[config.mk]
export PLATFORM = sky130hd
export DESIGN_NAME = config_memory_unit_flat
export DESIGN_NICKNAME = d
export VERILOG_FILES = /design/src/rtl/config_memory_unit_if.sv /design/src/rtl/config_memory_unit.sv /design/src/flat_wrapper.sv
export SDC_FILE = /design/constraint.sdc
export NUM_CORES = 1
export LEC_CHECK = 0
export BUFFER_PORTS_ARGS = -buffer_cell sky130_fd_sc_hd__clkbuf_2
export CAP_MARGIN = 20
export CORE_MARGIN = 5
export CORE_UTILIZATION = 40
export DETAILED_ROUTE_END_ITERATION = 6
export GPL_TIMING_DRIVEN = 0
export SLEW_MARGIN = 20
export SYNTH_ARGS = -nofsm -noshare
export SYNTH_HDL_FRONTEND = slang
export SYNTH_SLANG_ARGS = --single-unit
[constraint.sdc]
create_clock -name clk -period 3.5 [get_ports clk]
set_input_delay 0.7 -clock clk [delete_from_list [all_inputs] [get_ports clk]]
set_output_delay 0.7 -clock clk [all_outputs]
set_load 0.005 [all_outputs]
[src/rtl/config_memory_unit_if.sv]
// Signal bundle between the control unit / consumers and the configuration memory.
// The master drives write and read requests; the slave returns registered results.
interface config_memory_unit_if;
  logic        write_en;
  logic [34:0] configin;
  logic        rd_req;
  logic [1:0]  rd_addr;
  logic        rd_valid;
  logic [34:0] rd_data;
  logic [34:0] config_active;
  logic [3:0]  slot_valid;
  logic [1:0]  syskey;
  logic [7:0]  wr_count;
  logic [1:0]  dbg_state;

  modport master (
    output write_en, configin, rd_req, rd_addr,
    input  rd_valid, rd_data, config_active, slot_valid, syskey, wr_count, dbg_state
  );

  modport slave (
    input  write_en, configin, rd_req, rd_addr,
    output rd_valid, rd_data, config_active, slot_valid, syskey, wr_count, dbg_state
  );
endinterface

[src/rtl/config_memory_unit.sv]
// 4-entry circular config bank that commits once per write_en episode and rotates syskey on each commit.
// Commit and read both take effect at the next edge; requests are never stalled (no backpressure).
module config_memory_unit #(
  parameter logic [1:0] KEY_INIT = 2'b10,
  parameter int         DEPTH    = 4
) (
  input  logic                 clk,
  input  logic                 arst_n,
  config_memory_unit_if.slave  bus
);

  typedef enum logic [1:0] {
    S_IDLE = 2'b01,
    S_HOLD = 2'b10
  } state_e;

  state_e             state_q, state_d;
  logic               commit;

  logic [34:0]        bank_q [DEPTH];
  logic [DEPTH-1:0]   slot_valid_q;
  logic [34:0]        config_active_q;
  logic [1:0]         wr_ptr_q;
  logic [1:0]         syskey_q;
  logic [7:0]         wr_count_q;
  logic [34:0]        rd_data_q;
  logic               rd_valid_q;

  // Illegal state encodings fall back to idle without committing.
  always_comb begin
    state_d = S_IDLE;
    commit  = 1'b0;
    case (state_q)
      S_IDLE: begin
        if (bus.write_en) begin
          commit  = 1'b1;
          state_d = S_HOLD;
        end
      end
      S_HOLD:  state_d = bus.write_en ? S_HOLD : S_IDLE;
      default: state_d = S_IDLE;
    endcase
  end

  always_ff @(posedge clk or negedge arst_n) begin
    if (!arst_n) begin
      state_q <= S_IDLE;
    end else begin
      state_q <= state_d;
    end
  end

  always_ff @(posedge clk or negedge arst_n) begin
    if (!arst_n) begin
      for (int i = 0; i < DEPTH; i++) bank_q[i] <= '0;
      slot_valid_q    <= '0;
      config_active_q <= '0;
      wr_ptr_q        <= '0;
      syskey_q        <= KEY_INIT;
      wr_count_q      <= '0;
    end else if (commit) begin
      bank_q[wr_ptr_q]       <= bus.configin;
      slot_valid_q[wr_ptr_q] <= 1'b1;
      config_active_q        <= bus.configin;
      wr_ptr_q               <= wr_ptr_q + 2'd1;
      syskey_q               <= syskey_q + 2'd1;
      if (wr_count_q != 8'hFF) wr_count_q <= wr_count_q + 8'd1;
    end
  end

  // Reads sample the bank before this edge's commit lands, so a same-slot
  // collision returns the old contents.
  always_ff @(posedge clk or negedge arst_n) begin
    if (!arst_n) begin
      rd_data_q  <= '0;
      rd_valid_q <= 1'b0;
    end else begin
      rd_valid_q <= bus.rd_req;
      if (bus.rd_req) rd_data_q <= bank_q[bus.rd_addr];
    end
  end

  assign bus.rd_valid      = rd_valid_q;
  assign bus.rd_data       = rd_data_q;
  assign bus.config_active = config_active_q;
  assign bus.slot_valid    = slot_valid_q;
  assign bus.syskey        = syskey_q;
  assign bus.wr_count      = wr_count_q;
  assign bus.dbg_state     = state_q;

endmodule

[src/flat_wrapper.sv]
// flat-port wrapper written by rule: the top's interface ports become plain ports
module config_memory_unit_flat 
#(
  parameter logic [1:0] KEY_INIT = 2'b10,
  parameter int         DEPTH    = 4
)
  (clk, arst_n, bus_write_en, bus_configin, bus_rd_req, bus_rd_addr, bus_rd_valid, bus_rd_data, bus_config_active, bus_slot_valid, bus_syskey, bus_wr_count, bus_dbg_state);
  config_memory_unit_if bus_i ();
  input  logic clk;
  input  logic arst_n;
  input wire logic [$bits(bus_i.write_en)-1:0] bus_write_en;
  input wire logic [$bits(bus_i.configin)-1:0] bus_configin;
  input wire logic [$bits(bus_i.rd_req)-1:0] bus_rd_req;
  input wire logic [$bits(bus_i.rd_addr)-1:0] bus_rd_addr;
  output wire logic [$bits(bus_i.rd_valid)-1:0] bus_rd_valid;
  output wire logic [$bits(bus_i.rd_data)-1:0] bus_rd_data;
  output wire logic [$bits(bus_i.config_active)-1:0] bus_config_active;
  output wire logic [$bits(bus_i.slot_valid)-1:0] bus_slot_valid;
  output wire logic [$bits(bus_i.syskey)-1:0] bus_syskey;
  output wire logic [$bits(bus_i.wr_count)-1:0] bus_wr_count;
  output wire logic [$bits(bus_i.dbg_state)-1:0] bus_dbg_state;
  assign bus_i.write_en = bus_write_en;
  assign bus_i.configin = bus_configin;
  assign bus_i.rd_req = bus_rd_req;
  assign bus_i.rd_addr = bus_rd_addr;
  assign bus_rd_valid = bus_i.rd_valid;
  assign bus_rd_data = bus_i.rd_data;
  assign bus_config_active = bus_i.config_active;
  assign bus_slot_valid = bus_i.slot_valid;
  assign bus_syskey = bus_i.syskey;
  assign bus_wr_count = bus_i.wr_count;
  assign bus_dbg_state = bus_i.dbg_state;
  config_memory_unit #(.KEY_INIT(KEY_INIT), .DEPTH(DEPTH)) u_core (.clk(clk), .arst_n(arst_n), .bus(bus_i));
endmodule
==> summary.txt, run 1 <==
STA
  • Unrepaired setup endpoints after global routing: no
  • Fmax: 512 MHz
  • Fin. Hold Viols: 0
  • Final worst-path cycle share: 55.9%
  • Final WS setup: 1.55 ns
  • Max Slew Vio Count: 0
  • Tmin final: 1.95 ns
  • Worst slew pin tran: 0.693 ns
  • Clock Skews: 0.00889 ns
  • Setup violators final: 0
  • Fin Hold WS: 0.158 ns
  • Relative slew slack: 53.8%

Detailed routing
  • WL per Instance: 18.8 um
  • Vias per cell: 5.06
  • DRC viols: 0
  • Metal3 WL: 989 um
  • Pre-Repair DR Iteration Count: 4
  • Routed length on met2: 10,300 um
  • Initial DRC count: 290
  • Routed vias: 5,668
  • DRT antenna net count: 0
  • Max layer used: met4
  • Met1 Wirelength: 9520 um
  • Post-Route WL: 21,100 um

GRT
  • Vias in the first global route: 6,275
  • Initial antenna violation count: 0
  • Largest net degree at the start of global routing: 98
  • First-pass GRT wire length: 34,500 um
  • Congestion Overflow GR: 0
  • Overall routing resource usage: 16.1%

Clock tree
  • Post_cts resized: 0
  • Post-CTS Setup Bufs: 0
  • H-tree Lvls: 1
  • Num CTS Buffers: 25
  • Clock Path Buffers: 3
  • Root Buffer: clkbuf_16
  • Worst-Skew Late Latency: 0.51 ns
  • Sink Count: 229
  • CTS tree: done
  • Hold Buf Count CTS: 0
  • Clk slew on worst S/H paths: 0.06 ns

Worst setup path
  • Reg2Reg Capture Point: u_core.bus.wr_count[7]
  • Crit path to: u_core.bus.wr_count[7]
  • Worst Setup End Kind: register
  • Delay of the slowest critical-path stage: 0.53 ns
  • Crit-path slowest cell: dfstp_2
  • Startpoint Class: register
  • Crit path from: u_core.bus.dbg_state[0]
  • Worst reg2reg setup slack: 1.55 ns
  • Crit path max-delay family: simple AND/OR/NAND/NOR gates
  • CP bufs+invs: 0
  • Worst R2R Path Depth: 4
  • Arrival time at the worst endpoint: 2.34 ns
  • CP Class: reg2reg
  • Worst-path maximum fanout: 10
  • Crit-path cells: ha_1 -> nand2_1 -> nor4_1 -> mux2_2
  • Crit path depth: 4
  • Required @ worst endpoint: 3.88 ns
  • FF-to-FF Start: u_core.bus.dbg_state[0]

Synth
  • Ys Warns: 0
  • Synth top area cells: dfrtp_1, mux2_2, mux4_2
  • Seq/Total Area, Yosys: 59.5%
  • Post-Synthesis Cell Area: 9640 um2
  • Synth cell types: 31
  • Synthesized instance count: 631
  • Synth top area share: 59.0%
  • Avg Cell Area, Syn: 15.3 um2
  • Leading area contributor after synthesis: dfrtp_1
  • Yosys reg bits: 229
  • Synth Net Count: 678

Layout
  • Fin area: 11,500 um2
  • Layout cell share with drive strength beyond 1: 48.9%
  • Synthesis-to-finish area growth: 19.2%
  • Nets: 832
  • Antenna Cells: 0

Floorplan
  • Die W: 165 um
  • Die H: 165 um
  • Ports: 128
  • Core area: 23,600 um2
  • Starting density of the core: 40.8%
  • Number of cell rows: 56
  • Die Area: 27,300 um2

Placed design
  • Dpl cell area: 10,700 um2
  • Final GP Congestion: 0.721
  • IO Port Bufs: 125
  • Post-detail-place hpwl: 14,200 um
  • Post-Place Setup Slack: 1.15 ns

Run
  • Total of max-cap violations: 0

Pwr
  • Switching share of power: 29.1%
  • P_int: 7250 uW
  • Gate power share: 30.5%
  • P_leak: 0.00543 uW
  • Fraction of power consumed by sequential logic: 45.7%
  • Clock Power Share: 23.8%
  • VDD IR-drop max: 0.452 mV
  • Pwr dens: 890 nW/um2
  • Switching Power: 2970 uW

Min path
  • Worst hold-check path type: in2async

Run status
  • Status: completed
cells in the mapped netlist, drive strengths merged:
| library cell | instances |
|---|---|
| buf | 25 |
| mux4 | 35 |
| clkbuf | 7 |
| nor2b | 1 |
| nand3 | 2 |
| a21oi | 1 |
| dfstp | 2 |
| a311oi | 1 |
| dfrtp | 227 |
| nor4 | 1 |
| and4 | 1 |
| nand4 | 2 |
| a41oi | 1 |
| o21bai | 1 |
| ha | 6 |
| and2 | 2 |
| nand2b | 6 |
| nand2 | 116 |
| nor3 | 1 |
| o21ai | 3 |
| o211ai | 1 |
| xnor2 | 6 |
| mux2 | 179 |
| inv | 4 |
logic make-up (layout without fill, tap and decap cells):
| family | after synthesis | after routing | synth area share, % |
|---|---|---|---|
| DFF | 229 | 229 | 59.5 |
| muxes | 214 | 214 | 30.5 |
| and+or+nand+nor | 132 | 132 | 5.86 |
| buffers and inverters | 36 | 207 | 2.31 |
| AOI/OAI and AO/OA | 8 | 8 | 0.545 |
| adders and majority gates | 6 | 6 | 0.779 |
| xor gates and xnor gates | 6 | 6 | 0.545 |
through the flow:
stage,util [%],total power [uW],TNS [ns],cells
after floorplan,-,6650,0,631
after global placement,45.1,7650,-566.31,1075
after detailed placement,45.4,7900,0,1077
after CTS,48.6,10400,0,1121
after global routing,48.6,10900,0,1121
final,48.6,10200,0,1121
cell type report:
type,count,area [um2]
Fill cell,2076,12100
Sequential cell,229,5730
Multi-Input combinational cell,366,3680
Clock inverter,10,52.6
Tap cell,319,399
Timing Repair Buffer,127,689
Clock buffer,34,709
Inverter,4,15.0
Buffer,32,208
flip-flops by register name, indices dropped and copies added, names as in the netlist:
| register | count |
|---|---|
| u_core.bus.syskey | 2 |
| u_core.bus.dbg_state | 2 |
| u_core.bus.rd_valid | 1 |
| u_core.bus.rd_data | 35 |
| u_core.bus.config_active | 35 |
| u_core.wr_ptr_q | 2 |
| u_core.bank_q | 140 |
| u_core.bus.wr_count | 8 |
| u_core.bus.slot_valid | 4 |
metal layers:
layer	vias up	GRT usage, %
li1	2533	-
met1	2984	22.3
met2	123	26.7
met3	28	2.78
met4	0	3.48
met5	-	0
power by group through the flow:
stage / Sequential (uW) / Clock (uW) / Combinational (uW)
after floorplan: 4540 / 0 / 2120
after detailed placement: 4710 / 0 / 3180
after global routing: 4820 / 2630 / 3460
after global placement: 4590 / 0 / 3060
after CTS: 4680 / 2520 / 3200
final: 4670 / 2430 / 3120
cell usage in the layout, fill, tap and decap left out, drive strengths merged, types with 2 or more instances in the layout:
cell type and instances:
nand3 2, clkinv 9, buf 27, clkbuf 166, xnor2 6, o21ai 3
and2 2, inv 4, mux4 35, nand2b 6, nand4 2, dfstp 2
dfrtp 227, mux2 179, ha 6, nand2 116
worst min path at each step:
| stage | startpoint | end | slack [ns] | cells after the start |
|---|---|---|---|---|
| floorplan | arst_n | u_core.bank_q[0] | 0.40 | 0 |
| global route | arst_n | u_core.bus.wr_count[4] | 0.17 | 1 |
| CTS | arst_n | u_core.bus.wr_count[6] | 0.14 | 1 |
| detailed placement | u_core.bus.slot_valid[3] | u_core.bus.slot_valid[3] | 0.45 | 1 |
| global placement | u_core.bus.slot_valid[3] | u_core.bus.slot_valid[3] | 0.45 | 1 |
| finish | arst_n | u_core.bus.wr_count[4] | 0.16 | 1 |
worst register-to-register path: stages (launching register included):
cell and delay, ns:
dfstp_2 0.53, ha_1 0.19, nand2_1 0.34, nor4_1 0.41
mux2_2 0.37
Power figures use the tool's default switching activity.
==> inputs of run 2 (changes only) <==
clock period = 1.6 ns   (was 3.5 ns; I/O delays follow)
==> run 2 against run 1 <==
  * Sequential share of layout area shrank 3.0 points
  * Largest power group unchanged
  * Critical path type unchanged
  * Worst setup slack lost 1.6 ns
  * Flip-flop and latch count did not move
  * Combinational power grew 150%
  * Critical endpoint is now u_core.bank_q[59]
  * Register-to-register slack worse by 1.6 ns
  * Global-route usage decreased by 0.11 points
  * Maximum frequency rose by 17%
  * Sequential power is 120% higher
  * Clock-buffer cell count decreased by 7
  * The flow now finishes with violations (setup timing)
==> summary.txt, run 2 (synthesized netlist as in run 1, its figures left out) <==
STA
  • Fmax: 597 MHz (+17%)
  • Worst slew pin tran: 0.606 ns (-0.0863 ns)
  • Max Slew Vio Count: 0 (unchanged)
  • Fin. Hold Viols: 0 (unchanged)
  • Tmin final: 1.68 ns (-0.279 ns)
  • Final WS setup: -0.0761 ns (-1.62 ns)
  • Setup violators final: 140 (+140)
  • Unrepaired setup endpoints after global routing: yes
  • Fin Setup TNS: -5.83 ns (-5.83 ns)
  • Final worst-path cycle share: 105% (+49 points)
  • Relative slew slack: 59.6% (+5.8 points)
  • Clock Skews: 0.0193 ns (+0.0104 ns)

Floorplan
  • Starting density of the core: 40.8% (unchanged)
  • Ports: 128 (unchanged)
  • Die Area: 27,300 um2 (unchanged)
  • Die W: 165 um (unchanged)
  • Die H: 165 um (unchanged)
  • Number of cell rows: 56 (unchanged)
  • Core area: 23,600 um2 (unchanged)

GRT
  • Largest net degree at the start of global routing: 85 (-13%)
  • Initial antenna violation count: 0 (unchanged)
  • Overall routing resource usage: 16.0% (-0.11 points)
  • First-pass GRT wire length: 34,300 um (-0.66%)
  • Congestion Overflow GR: 0 (unchanged)
  • Vias in the first global route: 6,139 (-2.2%)

Worst setup path
  • CP Class: reg2reg
  • Worst R2R Path Depth: 6 (+2)
  • Required @ worst endpoint: 1.98 ns (-1.90 ns)
  • Crit-path cells: ha_4 -> and2_4 -> buf_12 -> nand2_8 -> buf_12 -> mux2_2
  • Delay of the slowest critical-path stage: 0.55 ns (+0.02 ns)
  • Critical Path Most Common Cell: buf_12
  • Worst Setup End Kind: register
  • Crit path from: u_core.bus.dbg_state[0]
  • FF-to-FF Start: u_core.bus.dbg_state[0]
  • Crit-path slowest cell: dfstp_2
  • Crit path to: u_core.bank_q[59]
  • Worst reg2reg setup slack: -0.08 ns (-1.62 ns)
  • Reg2Reg Capture Point: u_core.bank_q[59]
  • Startpoint Class: register
  • Worst-path maximum fanout: 10 (unchanged)
  • Arrival time at the worst endpoint: 2.06 ns (-0.28 ns)

Clock tree
  • Root Buffer: clkbuf_16
  • CTS tree: done
  • H-tree Lvls: 1 (unchanged)
  • Sink Count: 229 (unchanged)
  • Worst-Skew Late Latency: 0.52 ns (about the same)
  • Clk slew on worst S/H paths: 0.06 ns (about the same)
  • Clock Path Buffers: 3 (unchanged)
  • Num CTS Buffers: 25 (unchanged)

Pwr
  • Fraction of power consumed by sequential logic: 41.9% (-3.8 points)
  • Switching Power: 6820 uW (+130%)
  • Clock Power Share: 26.2% (+2.4 points)
  • P_leak: 0.00580 uW (+6.8%)
  • VDD IR-drop max: 0.981 mV (+120%)
  • Gate power share: 31.9% (+1.4 points)
  • P_int: 17,500 uW (+140%)
  • Switching share of power: 28.0% (-1.1 points)
  • Pwr dens: 1990 nW/um2 (+120%)

Detailed routing
  • Vias per cell: 4.98 (-1.5%)
  • Pre-Repair DR Iteration Count: 4 (unchanged)
  • DRT antenna net count: 0 (unchanged)
  • Post-Route WL: 21,600 um (+2.6%)
  • Initial DRC count: 237 (-18%)
  • DRC viols: 0 (unchanged)
  • WL per Instance: 18.9 um (+0.23%)
  • Routed vias: 5,713 (+0.79%)

Layout
  • Synthesis-to-finish area growth: 27.0%
  • Sequential Area: 5730 um2 (about the same)
  • Fillers: 1,987 (-4.3%)
  • Antenna Cells: 0 (unchanged)
  • Fin area: 12,200 um2 (+6.5%)
  • Nets: 857 (+3.0%)
  • Area of the multi-input gates: 3810 um2 (+3.6%)
  • Largest Register: u_core.bank_q
  • Most frequent cells in the layout: dfrtp_1, mux2_2, clkbuf_2, nand2_1, mux2_4
  • Layout cell share with drive strength beyond 1: 53.9% (+5.0 points)
  • Commonest non-fill, non-tap cell in the layout: dfrtp_1
  • Max reg flops: 140 (unchanged)

Placed design
  • Dpl cell area: 10,800 um2 (+0.95%)
  • IO Port Bufs: 125 (unchanged)
  • Post-detail-place hpwl: 14,000 um (-1.2%)
  • Final GP Congestion: 0.719 (-0.24%)

Run status
  • Violated checks: setup timing
  • Status: finished with violations

Run
  • Total of max-cap violations: 0 (unchanged)

Min path
  • Worst hold-check path type: in2reg
run 2: changes by cell type in the layout (fill, tap and decap cells not counted), sizes merged:
cell / delta
clkbuf: -7
clkinv: -3
dlygate4sd3: +2
buf: +23
bufinv: +7
clkinvlp: +3
inv: +1
run 2: worst min-delay path by stage:
stage,depth (start not counted),to,slack [ns],start
global placement,1,u_core.bus.slot_valid[1],0.45,u_core.bus.slot_valid[1]
global route,3,u_core.bus.config_active[17],0.04,bus_configin[17]
detailed placement,1,u_core.bus.wr_count[6],0.37,arst_n
finish,3,u_core.bus.config_active[20],0.06,bus_configin[20]
floorplan,0,u_core.bank_q[0],0.02,arst_n
CTS,3,u_core.bus.config_active[17],0.03,bus_configin[17]
run 2: final cells by class:
type / count / area share, %
flip-flops and latches: 229 / 46.9
multi-input cells: 366 / 31.2
repair buffers: 152 / 7.80
clock buffers: 27 / 5.26
well taps: 319 / 3.26
plain buffers: 32 / 3.25
clock inverters: 18 / 2.28
inverters: 4 / 0.123
run 2: power groups by stage:
stage               Sequential [uW]  Clock [uW]  Combinational [uW]
global placement              10000           0                6840
global route                  10500        6800                8490
floorplan                      9930           0                4790
detailed placement            10300           0                7130
CTS                           10200        6550                7640
finish                        10200        6380                7750
run 2: per-layer routing:
metal  track usage, %  vias up  wire length, um
li1                 -     2589                -
met1             21.5     2966             9320
met2             27.4      136            10900
met3             2.78       22             1100
met4             3.18        0              331
met5                0        -                0
run 2: worst max-delay path: cells and delay by family, from the launching register on:
family / cells / cell delay, ns
muxes: 1 / 0.27
DFF: 1 / 0.55
buffers and inverters: 2 / 0.34
and+or+nand+nor: 2 / 0.25
adders and majority gates: 1 / 0.13
run 2: per-stage QoR:
stage	setup WS, ns	cells	hold slack (ns)	utilization [%]	power (uW)
CTS	-0.0984	1138	0.0322	51.1	24400
finish	-0.0761	1147	0.0580	51.8	24300
global placement	-4.02	1075	0.451	45.6	16900
detailed placement	-0.302	1077	0.373	45.8	17400
floorplan	0.00744	631	0.0244	-	14700
global route	-0.115	1147	0.0385	51.8	25800
run 2: timing repair:
| item | 4_1_cts | 5_1_grt |
|---|---|---|
| gates resized for setup | 45 | 23 |
| endpoints found under the setup margin | 150 | 178 |
| endpoints found under the hold margin | 69 | 0 |
| setup buffers | 13 | 7 |
| pin swaps | 0 | 2 |
| gates cloned | 1 | 2 |
| hold buffers | 2 | 0 |
==> inputs of run 3 (changes only) <==
CAP_MARGIN = 0   (was 20)
CORE_UTILIZATION = 52   (was 40)
PLACE_DENSITY = 0.86   (was not set)
==> run 3 against run 2 <==
  * The flow finishes with violations (hold timing, setup timing)
  * Clock skew shrank 0.0078 ns
  * Hold slack lost 0.29 ns
  * Sequential share of layout area grew 0.51 points
  * First-iteration DRC count grew 44%
  * Global-route usage grew 3.0 points
  * Worst setup slack lost 0.037 ns
  * Non-clock buffer count grew 2
==> summary.txt, run 3 (synthesized netlist as in run 1, its figures left out) <==
Run status
  • Status: finished with violations
  • Violated checks: hold timing, setup timing

Pwr
  • VDD IR-drop max: 1.02 mV (+3.4%)
  • Pwr dens: 1950 nW/um2 (-1.7%)
  • P_leak: 0.00579 uW (-0.18%)

Layout
  • Largest Register: u_core.bank_q
  • Util after Layout: 66.9% (+15 points)
  • Nets: 859 (+0.23%)
  • Antenna Cells: 0 (unchanged)
  • Layout cell share with drive strength beyond 1: 53.1% (-0.72 points)
  • Most frequent cells in the layout: dfrtp_1, mux2_2, clkbuf_2, nand2_1, mux2_4
  • Commonest non-fill, non-tap cell in the layout: dfrtp_1
  • Synthesis-to-finish area growth: 25.6%
  • Max reg flops: 140 (unchanged)

Floorplan
  • Core area: 18,100 um2 (-23%)
  • Die Area: 21,400 um2 (-22%)
  • Number of cell rows: 49 (-13%)
  • Ports: 128 (unchanged)
  • Die W: 146 um (-12%)
  • Die H: 146 um (-12%)
  • Starting density of the core: 53.3% (+12 points)

STA
  • Unrepaired setup endpoints after global routing: yes
  • Fmax: 584 MHz (-2.2%)
  • Setup violators final: 138 (-1.4%)
  • Fin Hold WS: -0.233 ns (-0.291 ns)
  • Final WS setup: -0.113 ns (-0.0369 ns)
  • Worst slew pin tran: 0.521 ns (-0.0856 ns)
  • Tmin final: 1.71 ns (+0.0369 ns)
  • Fin. Hold Viols: 55 (+55)
  • Max Slew Vio Count: 0 (unchanged)
  • Clock Skews: 0.0115 ns (-0.00780 ns)
  • Final worst-path cycle share: 107% (+2.3 points)
  • Relative slew slack: 65.3% (+5.7 points)

Worst setup path
  • Worst reg2reg setup slack: -0.11 ns (-0.04 ns)
  • Required @ worst endpoint: 1.99 ns (about the same)
  • Reg2Reg Capture Point: u_core.bank_q[95]
  • Worst R2R Path Depth: 6 (unchanged)
  • Startpoint Class: register
  • Worst-path maximum fanout: 9 (-1)
  • FF-to-FF Start: u_core.bus.dbg_state[0]
  • Worst Setup End Kind: register
  • CP Class: reg2reg
  • Arrival time at the worst endpoint: 2.10 ns (+0.04 ns)

Detailed routing
  • DRC viols: 0 (unchanged)
  • Initial DRC count: 342 (+44%)
  • Routed vias: 5,749 (+0.63%)
  • Post-Route WL: 21,200 um (-2.0%)
  • Pre-Repair DR Iteration Count: 4 (unchanged)
  • WL per Instance: 20.1 um (+6.5%)
  • DRT antenna net count: 0 (unchanged)
  • Vias per cell: 5.45 (+9.4%)

Run
  • Total of max-cap violations: 0 (unchanged)

GRT
  • Vias in the first global route: 6,103 (-0.59%)
  • Overall routing resource usage: 19.0% (+3.0 points)
  • Largest net degree at the start of global routing: 94 (+11%)
  • Initial antenna violation count: 0 (unchanged)
  • Congestion Overflow GR: 0 (unchanged)
  • First-pass GRT wire length: 33,100 um (-3.5%)

Placed design
  • Post-Place Setup Slack: -0.273 ns (+0.0282 ns)
  • Post-detail-place hpwl: 12,800 um (-8.7%)
  • Final GP Congestion: 0.731 (+1.6%)
  • IO Port Bufs: 125 (unchanged)

Clock tree
  • Root Buffer: clkbuf_16
  • Clk slew on worst S/H paths: 0.06 ns (about the same)
  • Sink Count: 229 (unchanged)
  • Num CTS Buffers: 25 (unchanged)
  • CTS tree: done
  • Worst-Skew Late Latency: 0.51 ns (about the same)
  • Hold Buf Count CTS: 1 (-1)
  • H-tree Lvls: 1 (unchanged)
  • Clock Path Buffers: 3 (unchanged)

Min path
  • Worst hold-check path type: in2async
## run 3: cell types whose count changed in the layout (fill, tap and decap cells not counted), moves of 2 or more
cell / before / now
buf_12: 14 / 17
buf_4: 19 / 14
buf_6: 6 / 4
buf_8: 1 / 3
bufinv_16: 7 / 1
clkbuf_1: 2 / 9
clkbuf_16: 27 / 32
clkbuf_8: 2 / 6
clkinv_2: 6 / 1
clkinvlp_4: 4 / 0
## run 3: layout make-up
cell class	count	area, um2
multi-input combinational	366	3800
clock buffer	38	724
inverter	4	15.0
timing repair buffer	154	1060
fill	1251	5980
buffer	32	434
tap	229	287
clock inverter	3	43.8
sequential	229	5730
## run 3: report_power, final
group / switching [uW] / internal [uW]
clock network: 2160 / 3250
logic: 3010 / 4970
registers: 1590 / 8670
## run 3: routing by layer
metal	up-vias	global-route usage [%]	routed length (um)
li1	2600	-	-
met1	2978	25.7	9020
met2	136	32.2	10800
met3	35	3.04	970
met4	0	5.32	436
met5	-	0	0
## run 3: worst max-delay path by stage
stage / endpoint / startpoint / cells past startpoint / slack [ns]
3_3_place_gp: u_core.bus.rd_data[15] / arst_n / 1 / -4.28
3_5_place_dp: u_core.bus.wr_count[7] / u_core.bus.dbg_state[0] / 4 / -0.27
4_1_cts: u_core.bank_q[41] / u_core.bus.dbg_state[0] / 6 / -0.14
6_report: u_core.bank_q[95] / u_core.bus.dbg_state[0] / 6 / -0.11
2_1_floorplan: u_core.bank_q[25] / u_core.bus.dbg_state[0] / 6 / 0.007
5_1_grt: u_core.bank_q[95] / u_core.bus.dbg_state[0] / 6 / -0.16
## run 3: critical path: stages, from the launching register on
cell       delay (ns)
dfstp_2          0.55
ha_4             0.14
and2_4           0.15
buf_12           0.15
nand2_8          0.13
clkbuf_16        0.20
mux2_2           0.28
## run 3: per-stage QoR
stage	cell area, um2	TNS [ns]	cells	power (uW)
2_1_floorplan	9740	0	631	14700
3_3_place_gp	10600	-992.50	985	16900
3_5_place_dp	10700	-22.47	987	17300
4_1_cts	11800	-10.07	1040	23300
5_1_grt	12100	-15.32	1055	25000
6_report	12100	-8.74	1055	23700
## run 3: what timing repair did
action / 4_1_cts / 5_1_grt
setup endpoints to repair: 150 / 144
setup buffers: 10 / 9
gates resized for setup: 47 / 25
cloned: 1 / 7
pin swaps: 0 / 3
endpoints found under the hold margin: 56 / 55
